==> config.mk <==
export PLATFORM = sky130hd
export DESIGN_NAME = hazard_fwd_tracker_flat
export DESIGN_NICKNAME = d
export VERILOG_FILES = /design/src/rtl/hazard_fwd_tracker_if.sv /design/src/rtl/hazard_fwd_tracker.sv /design/src/flat_wrapper.sv
export SDC_FILE = /design/constraint.sdc
export NUM_CORES = 1
export LEC_CHECK = 0
export BUFFER_PORTS_ARGS = -buffer_cell sky130_fd_sc_hd__buf_2
export CORE_UTILIZATION = 25
export DETAILED_ROUTE_END_ITERATION = 12
export HOLD_SLACK_MARGIN = 0.03
export MAX_ROUTING_LAYER = met4
export SYNTH_ARGS = -nofsm -noshare
export SYNTH_HDL_FRONTEND = slang
export SYNTH_SLANG_ARGS = --single-unit
==> constraint.sdc <==
create_clock -name i_clk -period 2.2 [get_ports i_clk]
set_clock_uncertainty 0.1 [all_clocks]
set_input_delay 0.22 -clock i_clk [delete_from_list [all_inputs] [get_ports i_clk]]
set_output_delay 0.22 -clock i_clk [all_outputs]
set_load 0.05 [all_outputs]
==> src/rtl/hazard_fwd_tracker_if.sv <==
// -----------------------------------------------------------------------------
// hazard_fwd_tracker_if
// Decode-side / EX-side handshake bundle between the pipeline and the hazard
// and forwarding tracker.
//
//   master (pipeline) drives : dValid, dRs, dRt, dUseRs, dUseRt, dWreg, dRd,
//                              dIsLoad, eBrTaken
//   slave  (tracker)  drives : FwdA, FwdB (FW bits), StallN, FlushN
//                              StallCnt, FlushCnt (only with HAZARD_STATS_EN)
//
// REG_AW and MEM_STAGES must match the parameters of the tracker it connects
// to; FW is derived from MEM_STAGES exactly as in the tracker.
// Optional macro: HAZARD_STATS_EN adds the two 32-bit event counters.
// -----------------------------------------------------------------------------
interface hazard_fwd_tracker_if #(
    parameter int REG_AW     = 5,
    parameter int MEM_STAGES = 1
);
    localparam int FW = $clog2(MEM_STAGES + 2);

    logic              dValid;
    logic [REG_AW-1:0] dRs;
    logic [REG_AW-1:0] dRt;
    logic              dUseRs;
    logic              dUseRt;
    logic              dWreg;
    logic [REG_AW-1:0] dRd;
    logic              dIsLoad;
    logic              eBrTaken;
    logic [FW-1:0]     FwdA;
    logic [FW-1:0]     FwdB;
    logic              StallN;
    logic              FlushN;
`ifdef HAZARD_STATS_EN
    logic [31:0]       StallCnt;
    logic [31:0]       FlushCnt;
`endif

    modport master (
        output dValid, dRs, dRt, dUseRs, dUseRt, dWreg, dRd, dIsLoad, eBrTaken,
`ifdef HAZARD_STATS_EN
        input  StallCnt, FlushCnt,
`endif
        input  FwdA, FwdB, StallN, FlushN
    );

    modport slave (
        input  dValid, dRs, dRt, dUseRs, dUseRt, dWreg, dRd, dIsLoad, eBrTaken,
`ifdef HAZARD_STATS_EN
        output StallCnt, FlushCnt,
`endif
        output FwdA, FwdB, StallN, FlushN
    );
endinterface

==> src/rtl/hazard_fwd_tracker.sv <==
// -----------------------------------------------------------------------------
// hazard_fwd_tracker
// Hazard / forwarding controller sitting beside the ID stage. It keeps a
// shift-register scoreboard of the writers in EX and the MEM_STAGES memory
// stages and derives operand forwarding selects, load-use stall and the
// branch flush window.
//
// Ports
//   i_clk  : clock
//   i_rst  : synchronous, active-high reset
//   bus    : hazard_fwd_tracker_if.slave
//            in  dValid, dRs, dRt, dUseRs, dUseRt, dWreg, dRd, dIsLoad, eBrTaken
//            out FwdA/FwdB (0 = regfile, k+1 = tracker entry k, 0 = EX),
//                StallN, FlushN (active low)
//
// Parameters: REG_AW, MEM_STAGES (1..4), BR_PENALTY (1..7).
// Optional macro HAZARD_STATS_EN: adds saturating StallCnt / FlushCnt.
// -----------------------------------------------------------------------------
module hazard_fwd_tracker #(
    parameter int REG_AW     = 5,
    parameter int MEM_STAGES = 1,
    parameter int BR_PENALTY = 1
) (
    input  logic                 i_clk,
    input  logic                 i_rst,
    hazard_fwd_tracker_if.slave  bus
);
    localparam int         FW        = $clog2(MEM_STAGES + 2);
    localparam int         NE        = MEM_STAGES + 1;
    localparam logic [2:0] FCNT_LOAD = 3'(BR_PENALTY - 1);

    // Scoreboard: index 0 is EX, index MEM_STAGES is the last memory stage.
    logic [NE-1:0]             r_v;
    logic [NE-1:0]             r_wreg;
    logic [NE-1:0]             r_ld;
    logic [NE-1:0][REG_AW-1:0] r_rd;
    logic [2:0]                r_fcnt;

    logic [NE-1:0]             w_live;
    logic [FW-1:0]             w_fwd_a;
    logic [FW-1:0]             w_fwd_b;
    logic                      w_stall_a;
    logic                      w_stall_b;
    logic                      w_flush;
    logic                      w_stall;
    logic                      w_accept;

    // Returns {stall, fwd} for one operand. Scanning oldest to youngest lets
    // the youngest match overwrite the result.
    function automatic logic [FW:0] resolve(
        input logic                      i_use,
        input logic [REG_AW-1:0]         i_src,
        input logic [NE-1:0]             i_live,
        input logic [NE-1:0]             i_ld,
        input logic [NE-1:0][REG_AW-1:0] i_rd
    );
        logic [FW:0] res;
        res = '0;
        for (int k = MEM_STAGES; k >= 0; k--) begin
            if (i_use && i_live[k] && (i_rd[k] == i_src)) begin
                // Load data only exists at the output of the last stage.
                if (i_ld[k] && (k < MEM_STAGES)) begin
                    res = {1'b1, {FW{1'b0}}};
                end else begin
                    res = {1'b0, FW'(k + 1)};
                end
            end
        end
        return res;
    endfunction

    always_comb begin
        w_live = '0;
        for (int k = 0; k < NE; k++) begin
            w_live[k] = r_v[k] & r_wreg[k] & (r_rd[k] != '0);
        end
    end

    always_comb begin
        {w_stall_a, w_fwd_a} = resolve(bus.dUseRs, bus.dRs, w_live, r_ld, r_rd);
        {w_stall_b, w_fwd_b} = resolve(bus.dUseRt, bus.dRt, w_live, r_ld, r_rd);
    end

    // A flush discards the decode instruction, so it overrides any stall.
    assign w_flush  = bus.eBrTaken | (r_fcnt != 3'd0);
    assign w_stall  = bus.dValid & (w_stall_a | w_stall_b) & ~w_flush;
    assign w_accept = bus.dValid & ~w_stall & ~w_flush & ~i_rst;

    assign bus.FlushN = i_rst | ~w_flush;
    assign bus.StallN = i_rst | ~w_stall;
    assign bus.FwdA   = (i_rst | ~bus.dValid) ? '0 : w_fwd_a;
    assign bus.FwdB   = (i_rst | ~bus.dValid) ? '0 : w_fwd_b;

    always_ff @(posedge i_clk) begin
        if (i_rst) begin
            r_v    <= '0;
            r_fcnt <= '0;
        end else begin
            r_v <= {r_v[NE-2:0], w_accept};
            if (bus.eBrTaken) begin
                r_fcnt <= FCNT_LOAD;
            end else if (r_fcnt != 3'd0) begin
                r_fcnt <= r_fcnt - 3'd1;
            end
        end
    end

    // Payload fields are qualified by r_v, so they need no reset.
    always_ff @(posedge i_clk) begin
        r_wreg <= {r_wreg[NE-2:0], bus.dWreg};
        r_ld   <= {r_ld[NE-2:0], bus.dIsLoad};
        r_rd   <= {r_rd[NE-2:0], bus.dRd};
    end

`ifdef HAZARD_STATS_EN
    logic [31:0] r_stall_cnt;
    logic [31:0] r_flush_cnt;

    always_ff @(posedge i_clk) begin
        if (i_rst) begin
            r_stall_cnt <= '0;
            r_flush_cnt <= '0;
        end else begin
            if (w_stall && (r_stall_cnt != 32'hFFFF_FFFF)) begin
                r_stall_cnt <= r_stall_cnt + 32'd1;
            end
            if (w_flush && (r_flush_cnt != 32'hFFFF_FFFF)) begin
                r_flush_cnt <= r_flush_cnt + 32'd1;
            end
        end
    end

    assign bus.StallCnt = r_stall_cnt;
    assign bus.FlushCnt = r_flush_cnt;
`endif
endmodule

==> src/flat_wrapper.sv <==
// flat-port wrapper written by rule: the top's interface ports become plain ports
module hazard_fwd_tracker_flat 
#(
    parameter int REG_AW     = 5,
    parameter int MEM_STAGES = 1,
    parameter int BR_PENALTY = 1
)
  (i_clk, i_rst, bus_dValid, bus_dRs, bus_dRt, bus_dUseRs, bus_dUseRt, bus_dWreg, bus_dRd, bus_dIsLoad, bus_eBrTaken, bus_FwdA, bus_FwdB, bus_StallN, bus_FlushN);
  hazard_fwd_tracker_if #(.REG_AW(REG_AW), .MEM_STAGES(MEM_STAGES)) bus_i ();
  input  logic i_clk;
  input  logic i_rst;
  input wire logic [$bits(bus_i.dValid)-1:0] bus_dValid;
  input wire logic [$bits(bus_i.dRs)-1:0] bus_dRs;
  input wire logic [$bits(bus_i.dRt)-1:0] bus_dRt;
  input wire logic [$bits(bus_i.dUseRs)-1:0] bus_dUseRs;
  input wire logic [$bits(bus_i.dUseRt)-1:0] bus_dUseRt;
  input wire logic [$bits(bus_i.dWreg)-1:0] bus_dWreg;
  input wire logic [$bits(bus_i.dRd)-1:0] bus_dRd;
  input wire logic [$bits(bus_i.dIsLoad)-1:0] bus_dIsLoad;
  input wire logic [$bits(bus_i.eBrTaken)-1:0] bus_eBrTaken;
  output wire logic [$bits(bus_i.FwdA)-1:0] bus_FwdA;
  output wire logic [$bits(bus_i.FwdB)-1:0] bus_FwdB;
  output wire logic [$bits(bus_i.StallN)-1:0] bus_StallN;
  output wire logic [$bits(bus_i.FlushN)-1:0] bus_FlushN;
  assign bus_i.dValid = bus_dValid;
  assign bus_i.dRs = bus_dRs;
  assign bus_i.dRt = bus_dRt;
  assign bus_i.dUseRs = bus_dUseRs;
  assign bus_i.dUseRt = bus_dUseRt;
  assign bus_i.dWreg = bus_dWreg;
  assign bus_i.dRd = bus_dRd;
  assign bus_i.dIsLoad = bus_dIsLoad;
  assign bus_i.eBrTaken = bus_eBrTaken;
  assign bus_FwdA = bus_i.FwdA;
  assign bus_FwdB = bus_i.FwdB;
  assign bus_StallN = bus_i.StallN;
  assign bus_FlushN = bus_i.FlushN;
  hazard_fwd_tracker #(.REG_AW(REG_AW), .MEM_STAGES(MEM_STAGES), .BR_PENALTY(BR_PENALTY)) u_core (.i_clk(i_clk), .i_rst(i_rst), .bus(bus_i));
endmodule
==> results of run 1 <==
[state kept, by name, indices dropped and copies added, names as in the netlist]
| signal | flops |
|---|---|
| u_core.r_fcnt | 3 |
| u_core.r_ld | 1 |
| u_core.r_rd | 10 |
| u_core.r_v | 2 |
| u_core.r_wreg | 2 |
[stage by stage]
step | power, uW | setup slack [ps]
4_1_cts | 639 | -12.4
5_1_grt | 667 | -120
3_5_place_dp | 435 | 252
3_3_place_gp | 433 | 261
6_report | 634 | 2.26
2_1_floorplan | 395 | -61.3
[placed cells by master, fill, tap and decap left out, types with 2 or more instances in the layout]
master / netlist / routed
buf_2: 0 / 23
xor2_1: 16 / 16
dfxtp_1: 18 / 15
dlygate4sd3_1: 0 / 7
xnor2_1: 5 / 5
nor4_1: 4 / 4
buf_6: 0 / 4
nor3_1: 5 / 3
nor2_1: 3 / 3
clkbuf_4: 0 / 3
buf_4: 0 / 3
inv_1: 2 / 2
nand2b_1: 2 / 2
and2_4: 2 / 2
o211ai_1: 2 / 2
nand3_1: 2 / 2
nor3_4: 0 / 2
ha_1: 2 / 2
dfxtp_4: 0 / 2
[how the worst max path moves through the flow]
| stage | end | slack, ps | cells past startpoint |
|---|---|---|---|
| after global routing | bus_StallN | -120 | 5 |
| after CTS | bus_StallN | -10 | 5 |
| after detailed placement | bus_StallN | 250 | 5 |
| final | bus_FwdB[0] | 2 | 6 |
| after floorplan | bus_StallN | -60 | 4 |
| after global placement | bus_StallN | 260 | 5 |
[power groups by stage]
stage / combinational (uW) / clock, uW / sequential, uW
global placement: 71.2 / 0 / 362
detailed placement: 72.9 / 0 / 362
floorplan: 37.0 / 0 / 358
global route: 93.1 / 218 / 355
finish: 85.8 / 195 / 353
CTS: 82.5 / 202 / 355
[routing by layer]
layer | global-route usage [%] | vias up | wire length (um)
met5 | - | - | 0
met4 | 5.10 | 0 | 17
met3 | 0.440 | 2 | 44
met2 | 20.2 | 11 | 969
met1 | 10.5 | 314 | 708
li1 | - | 352 | -
[cell type report]
cell class,instances,area (um2)
Clock buffer,4,36.3
Fill cell,319,1870
Inverter,2,7.51
Multi-Input combinational cell,57,464
Sequential cell,18,369
Tap cell,44,55.1
Timing Repair Buffer,37,253
[timing repair]
item | 4_1_cts | 5_1_grt
setup endpoints to repair | 5 | 5
hold buffers | 7 | 0
setup buffers | 0 | 2
endpoints found under the hold margin | 7 | 0
pin swaps | 0 | 4
gates resized for setup | 8 | 11
[logic make-up (layout without fill, tap and decap cells)]
family	after synthesis	in the layout	synth area share [%]
xor+xnor	21	21	23.0
compound gates	6	6	5.80
fa+ha+maj	2	2	3.13
flops	18	18	45.1
buf+inv	2	43	0.941
mux	1	1	1.25
simple gates	27	27	20.7
==> qor.csv, run 1 <==
metric,value,unit
htree_levels,1,
grt_max_degree,11,
stdcell_count,162,
finalSetupViolCount,0,
start_util,26.1,%
endpoint_kind,primary output,
worstHoldStart,i_rst,
min_to,u_core.r_v[1]$_SDFF_PP0_,
r2r_cells,5,
worst_pin_slew,404,ps
syn_avg_cell_area,10.4,um2
hold_ws,54.9,ps
synth_cell_types,26,
fin_area,1180,um2
critPathArrivalTime,1880,ps
synthArstFlopShare,0,%
vias_per_cell,4.19,
period_needed,2200,ps
period_share,99.9,%
drv_cap,0,
drt_iter0_drc,18,
post-route-util,38.8,%
cp.required,1880,ps
grt_antenna_before_repair,0,
synth_edf_count,0,
rsz0062_at_grt,true,
core_area,3050,um2
synth.most_common_cell,dfxtp_1,
grt_pass1_wl,2660,um
diodes,0,
critPathKind,flip-flop to primary output,
syn_area,798,um2
syn_inst,77,
die-height,58.5,um
nets,144,
clkSinkCount,18,
grt_usage,10.4,%
synth_top_area_share,45.1,%
p_int,487,uW
insertion_delay,290,ps
drt_wl_total,1740,um
start_kind,flip-flop,
die_x,58.5,um
sw_frac_of_total,23.1,%
power_frac_clock,30.8,%
setup_tns,0,ps
cp_slowest_cell,dfxtp_1,
power_frac_seq,55.7,%
cp_num_buf_inv,1,
cpPeakStageDelay,370,ps
place_hpwl,1480,um
hold_viol_final,0,
synth_common_cells,"18 x dfxtp_1, 16 x xor2_1, 5 x nor3_1, 5 x xnor2_1, 4 x nor4_1",
peakVddDrop,0.173,mV
clockRootBuffer,clkbuf_4,
synth_largest_area_cell,dfxtp_1,
hold_path_class,input port to flip-flop,
numCtsBuffers,3,
drv_slew,0,
drive_above_1_share,37.3,%
p_switching,147,uW
regToRegEndpoint,u_core.r_v[0]$_SDFF_PP0_,
wire_per_inst,10.7,um
fmax,455,MHz
dp_cells,149,
ys_seq_elements,18,
synth_ff_type,dfxtp_1,
areaGrowthSynthToFinish,48.4,%
clk_pin_slew,100,ps
rows,20,
power_frac_comb,13.5,%
vias,679,
cp_top_family,simple AND/OR/NAND/NOR gates,
critical_path.startpoint,u_core.r_rd[4]$_DFF_P_,
ant_nets,0,
rrSetupSlack,690,ps
powerDensity,535,nW/um2
path_max_fanout,4,
drtPass1Iterations,3,
status,"complete, no violations",
hold_depth,2,
drc,0,
die_area,3420,um2
ys_seq_area_share,45.1,%
reg2reg_from,u_core.r_rd[4]$_DFF_P_,
syn_nets,102,
grt_remaining_overflow,0,
cts_tree,built,
crit_chain,xor2_1 -> nor4_1 -> and3_1 -> and2_4 -> nor3b_4 -> buf_6,
grt_pass1_vias,686,
max_slew_margin,72.9,%
power.static_leakage,0.000498,uW
io_buffers,28,
ys_top_cells_by_area,"dfxtp_1 45%, xor2_1 18%, xnor2_1 5.5%, ha_1 3.1%, nor3_1 3.1%",
gp_congestion,0.853,
cts_buffer_depth,2,
ios,29,
postPlaceCellArea,1010,um2
yosysWarnings,0,
No activity file was read; power rests on OpenSTA's default activity.
==> inputs of run 2 (changes only) <==
- PLACE_DENSITY: not set -> 0.52
- SLEW_MARGIN: not set -> 10
==> run 2 against run 1 <==
First-iteration DRC count down 44%. Wire length down 4.8%. Sequential share of layout area up 0.59 points. Power down 6.7%. Fmax up 0.65%. Combinational power down 4.0%. Final area down 2.5%. Setup slack better by 14 ps.
==> qor.csv, run 2 (synthesis results as in run 1) <==
metric,value,unit,change
status,"complete, no violations",,unchanged
die_x,58.5,um,unchanged
top_regs,"u_core.r_rd x10, u_core.r_fcnt x3",,unchanged
cp.required,1880,ps,about the same
drt_wl_total,1660,um,was 1740 um
grt_antenna_before_repair,0,,unchanged
critPathKind,flip-flop to primary output,,unchanged
largest-register,u_core.r_rd,,unchanged
multi_input_area,458,um2,was 464 um2
powerDensity,512,nW/um2,was 535 nW/um2
p_int,449,uW,was 487 uW
cpPeakStageDelay,360,ps,was 370 ps
drtPass1Iterations,2,,was 3
grt_pass1_wl,2900,um,was 2660 um
drt_iter0_drc,10,,was 18
drc,0,,unchanged
rows,20,,unchanged
rsz0062_at_grt,true,,unchanged
max_slew_margin,77.9,%,was 72.9%
sw_frac_of_total,24.0,%,was 23.1%
vias_per_cell,4.15,,was 4.19
vias,664,,was 679
ios,29,,unchanged
die_area,3420,um2,unchanged
ant_nets,0,,unchanged
start_util,26.1,%,unchanged
insertion_delay,290,ps,about the same
cts_tree,built,,unchanged
clkSinkCount,18,,unchanged
worst_pin_slew,322,ps,was 404 ps
fin_area,1150,um2,was 1180 um2
drive_above_1_share,36.2,%,was 37.3%
start_kind,flip-flop,,unchanged
power_frac_seq,60.1,%,was 55.7%
crit_chain,or3_1 -> o311a_1 -> and2_4 -> o211ai_1 -> buf_4,,was xor2_1 -> nor4_1 -> and3_1 -> and2_4 -> nor3b_4 -> buf_6
cts_buffer_depth,2,,unchanged
core_area,3050,um2,unchanged
finalSetupViolCount,0,,unchanged
drv_slew,0,,unchanged
reg2reg_from,u_core.r_rd[0]$_DFF_P_,,was u_core.r_rd[4]$_DFF_P_
power_frac_comb,13.9,%,was 13.5%
path_max_fanout,4,,unchanged
p_switching,142,uW,was 147 uW
fill_cells,335,,was 319
finalPower,591,uW,was 634 uW
io_buffers,28,,unchanged
hold_path_class,input port to flip-flop,,unchanged
fmax,458,MHz,was 455 MHz
place_hpwl,1400,um,was 1480 um
gp_congestion,0.844,,was 0.853
grt_pass1_vias,678,,was 686
period_share,99.3,%,was 99.9%
cp_slowest_cell,dfxtp_2,,was dfxtp_1
power_frac_clock,26.0,%,was 30.8%
wire_per_inst,10.4,um,was 10.7 um
critical_path.startpoint,u_core.r_rd[0]$_DFF_P_,,was u_core.r_rd[4]$_DFF_P_
endpoint_kind,primary output,,unchanged
numCtsBuffers,3,,unchanged
areaGrowthSynthToFinish,44.7,%,was 48.4%
postPlaceCellArea,1010,um2,unchanged
grt_remaining_overflow,0,,unchanged
diodes,0,,unchanged
die-height,58.5,um,unchanged
period_needed,2180,ps,was 2200 ps
htree_levels,1,,unchanged
grt_usage,11.7,%,was 10.4%
peakVddDrop,0.154,mV,was 0.173 mV
nets,143,,was 144
clk_pin_slew,100,ps,about the same
drv_cap,0,,unchanged
worstHoldStart,bus_eBrTaken,,was i_rst
grt_max_degree,10,,was 11
hold_viol_final,0,,unchanged
largest_reg_flops,10,,unchanged
layout_common_cells,"23 x buf_2, 16 x xor2_1, 15 x dfxtp_1, 7 x dlygate4sd3_1, 5 x xnor2_1",,unchanged
seqCellArea,367,um2,was 369 um2
final_common_cell,buf_2,,unchanged
power.static_leakage,0.000490,uW,was 0.000498 uW
critPathArrivalTime,1860,ps,was 1880 ps
clockRootBuffer,clkbuf_4,,unchanged
-- run 2: cell count changes in the layout (fill, tap and decap cells not counted) --
cell / previous run / this run
buf_4: 3 / 2
clkbuf_8: 1 / 0
dfxtp_2: 1 / 2
dfxtp_4: 2 / 1
nor3_2: 0 / 2
nor3_4: 2 / 0
nor3b_2: 1 / 0
nor3b_4: 1 / 2
o21ai_0: 0 / 1
o21ai_1: 1 / 0
-- run 2: through the flow --
stage | util, % | TNS (ps) | std cells | worst slack, ps | hold slack (ps)
after floorplan | - | -61.3 | 77 | -61.3 | 148
after global placement | 33.0 | 0 | 149 | 240 | 223
after detailed placement | 33.0 | 0 | 149 | 259 | 225
after CTS | 36.9 | -5.04 | 159 | -5.04 | 51.0
after global routing | 37.8 | -294 | 160 | -81.4 | 60.2
final | 37.8 | 0 | 160 | 16.5 | 66.3
-- run 2: layout make-up --
class | instances | area share [%]
Tap cell | 44 | 4.77
Clock buffer | 3 | 1.95
Timing Repair Buffer | 36 | 21.2
Sequential cell | 18 | 31.7
Multi-Input combinational cell | 57 | 39.7
Inverter | 2 | 0.650
-- run 2: worst paths after layout --
| path | to | slack (ps) | cells after the start |
|---|---|---|---|
| worst max-delay path | bus_StallN | 20 | 5 |
| worst min-delay path | u_core.r_fcnt[0]$_SDFFE_PP0P_ | 70 | 2 |
| worst max register to register | u_core.r_v[0]$_SDFF_PP0_ | 720 | 5 |
| worst min register to register | u_core.r_rd[7]$_DFF_P_ | 290 | 0 |
-- run 2: what timing repair did --
item / 4_1_cts / 5_1_grt
pin swaps: 0 / 3
buffers inserted: 0 / 1
hold buffers: 7 / 0
resized for setup: 10 / 5
endpoints found under the hold margin: 7 / 0
setup endpoints to repair: 5 / 5
-- run 2: power groups by stage --
stage / Clock (uW) / Sequential (uW) / Combinational (uW)
after floorplan: 0 / 358 / 37.0
after global placement: 0 / 363 / 70.4
after detailed placement: 0 / 363 / 71.0
after CTS: 167 / 356 / 80.6
after global routing: 181 / 358 / 90.8
final: 154 / 355 / 82.4
-- run 2: layer usage --
layer | vias to the layer above | global-route usage [%] | wire length [um]
li1 | 344 | - | -
met1 | 306 | 13.7 | 771
met2 | 12 | 19.2 | 828
met3 | 2 | 1.32 | 34
met4 | 0 | 7.14 | 23
met5 | - | - | 0
-- run 2: worst max-delay path: cells and delay by family (launching register included) --
kind,cells,cell delay (ps)
compound gates,2,490
buf+inv,1,220
simple gates,2,500
flops,1,360
==> inputs of run 3 (changes only) <==
- CORE_UTILIZATION: 25 -> 40
- PLACE_DENSITY: 0.52 -> 0.73
==> run 3 against run 2 <==
Global-route usage increased by 5.5 points. Critical endpoint unchanged. Combinational power fell by 4.5%. Sequential share of layout area rose by 0.59 points. Wire length is 6.1% lower.
==> qor.csv, run 3 (synthesis results as in run 1) <==
metric,value,unit,change
die_area,2180,um2,was 3420 um2
htree_levels,1,,unchanged
hold_path_class,input port to flip-flop,,unchanged
status,"complete, no violations",,unchanged
drc,0,,unchanged
worst_pin_slew,326,ps,was 322 ps
grt_max_degree,11,,was 10
grt_pass1_wl,2590,um,was 2900 um
setup_tns,0,ps,unchanged
clockRootBuffer,clkbuf_4,,unchanged
wire_per_inst,11.0,um,was 10.4 um
vias,656,,was 664
critPathKind,flip-flop to primary output,,unchanged
path_max_fanout,4,,unchanged
clk_pin_slew,90,ps,was 100 ps
final_common_cell,buf_2,,unchanged
layout_common_cells,"23 x buf_2, 16 x xor2_1, 14 x dfxtp_1, 7 x dlygate4sd3_1, 5 x xnor2_1",,"was 23 x buf_2, 16 x xor2_1, 15 x dfxtp_1, 7 x dlygate4sd3_1, 5 x xnor2_1"
grt_remaining_overflow,0,,unchanged
numCtsBuffers,3,,unchanged
die_x,46.7,um,was 58.5 um
drive_above_1_share,37.1,%,was 36.2%
fmax,457,MHz,was 458 MHz
cts_buffer_depth,2,,unchanged
rows,15,,was 20
period_needed,2190,ps,was 2180 ps
diodes,0,,unchanged
areaGrowthSynthToFinish,41.5,%,was 44.7%
drv_slew,0,,unchanged
power.static_leakage,0.000477,uW,was 0.000490 uW
ant_nets,0,,unchanged
drv_cap,0,,unchanged
endpoint_kind,primary output,,unchanged
insertion_delay,280,ps,was 290 ps
grt_usage,17.2,%,was 11.7%
drtPass1Iterations,3,,was 2
finalSetupViolCount,0,,unchanged
nets,142,,was 143
powerDensity,554,nW/um2,was 512 nW/um2
top_regs,"u_core.r_rd x10, u_core.r_fcnt x3",,unchanged
rsz0062_at_grt,true,,unchanged
place_hpwl,1290,um,was 1400 um
largest-register,u_core.r_rd,,unchanged
start_util,44.3,%,was 26.1%
drt_wl_total,1560,um,was 1660 um
gp_congestion,0.803,,was 0.844
peakVddDrop,0.406,mV,was 0.154 mV
die-height,46.7,um,was 58.5 um
start_kind,flip-flop,,unchanged
post-route-util,62.7,%,was 37.8%
grt_antenna_before_repair,0,,unchanged
hold_viol_final,0,,unchanged
critPathArrivalTime,1870,ps,was 1860 ps
ios,29,,unchanged
vias_per_cell,4.65,,was 4.15
clkSinkCount,18,,unchanged
drt_iter0_drc,1,,was 10
max_slew_margin,77.7,%,was 77.9%
cp.required,1880,ps,about the same
largest_reg_flops,10,,unchanged
core_area,1800,um2,was 3050 um2
period_share,99.5,%,was 99.3%
io_buffers,28,,unchanged
grt_pass1_vias,622,,was 678
cts_tree,built,,unchanged
run 3: area by class of cell:
class                   instances  area [um2]
inverters                       2        7.51
repair buffers                 35         238
well taps                      25        31.3
flip-flops and latches         18         365
multi-input cells              57         452
clock buffers                   4        36.3
fillers                       170         672
run 3: power by group:
group	total (uW)	internal, uW	leakage [uW]	switching [uW]
Clock	191	101	0.0000210	90.5
Combinational	78.7	44.7	0.000306	34.0
Sequential	356	341	0.000150	14.8
run 3: critical path, stage by stage, from the launching register on:
cell	delay [ps]
dfxtp_2	350
or3_1	370
o311a_1	330
and2_4	160
o211ai_1	160
buf_4	220
run 3: what timing repair did:
action	CTS	global route
hold buffers	7	0
pin swaps	0	2
endpoints found under the setup margin	5	5
hold endpoints to repair	7	0
resized for setup	7	8
cloned	0	0
setup buffers	0	0
run 3: per-stage QoR:
step                hold WS (ps)  power [uW]  cells  area [um2]  worst slack [ps]
finish                      54.7         625    141        1130              11.8
detailed placement           224         432    130         985               245
global route                56.2         663    141        1130             -79.2
CTS                         46.6         632    141        1110             -6.09
floorplan                    148         395     77         813             -61.3
global placement             223         431    130         985               278
run 3: path summary, 6_finish.rpt:
| check | to | cells past startpoint | start | slack, ps |
|---|---|---|---|---|
| worst min register to register | u_core.r_wreg[1]$_DFF_P_ | 0 | u_core.r_wreg[0]$_DFF_P_ | 270 |
| worst min-delay path | u_core.r_fcnt[0]$_SDFFE_PP0P_ | 2 | bus_eBrTaken | 50 |
| worst max register to register | u_core.r_v[0]$_SDFF_PP0_ | 5 | u_core.r_rd[4]$_DFF_P_ | 750 |
| worst max-delay path | bus_StallN | 5 | u_core.r_rd[1]$_DFF_P_ | 10 |
run 3: layer usage:
layer / GRT usage (%) / vias to the layer above / share of wire [%]
li1: - / 347 / -
met1: 22.7 / 289 / 49
met2: 26.4 / 18 / 47
met3: 3.53 / 2 / 3.5
met4: 5.14 / 0 / 0.51
met5: - / - / 0
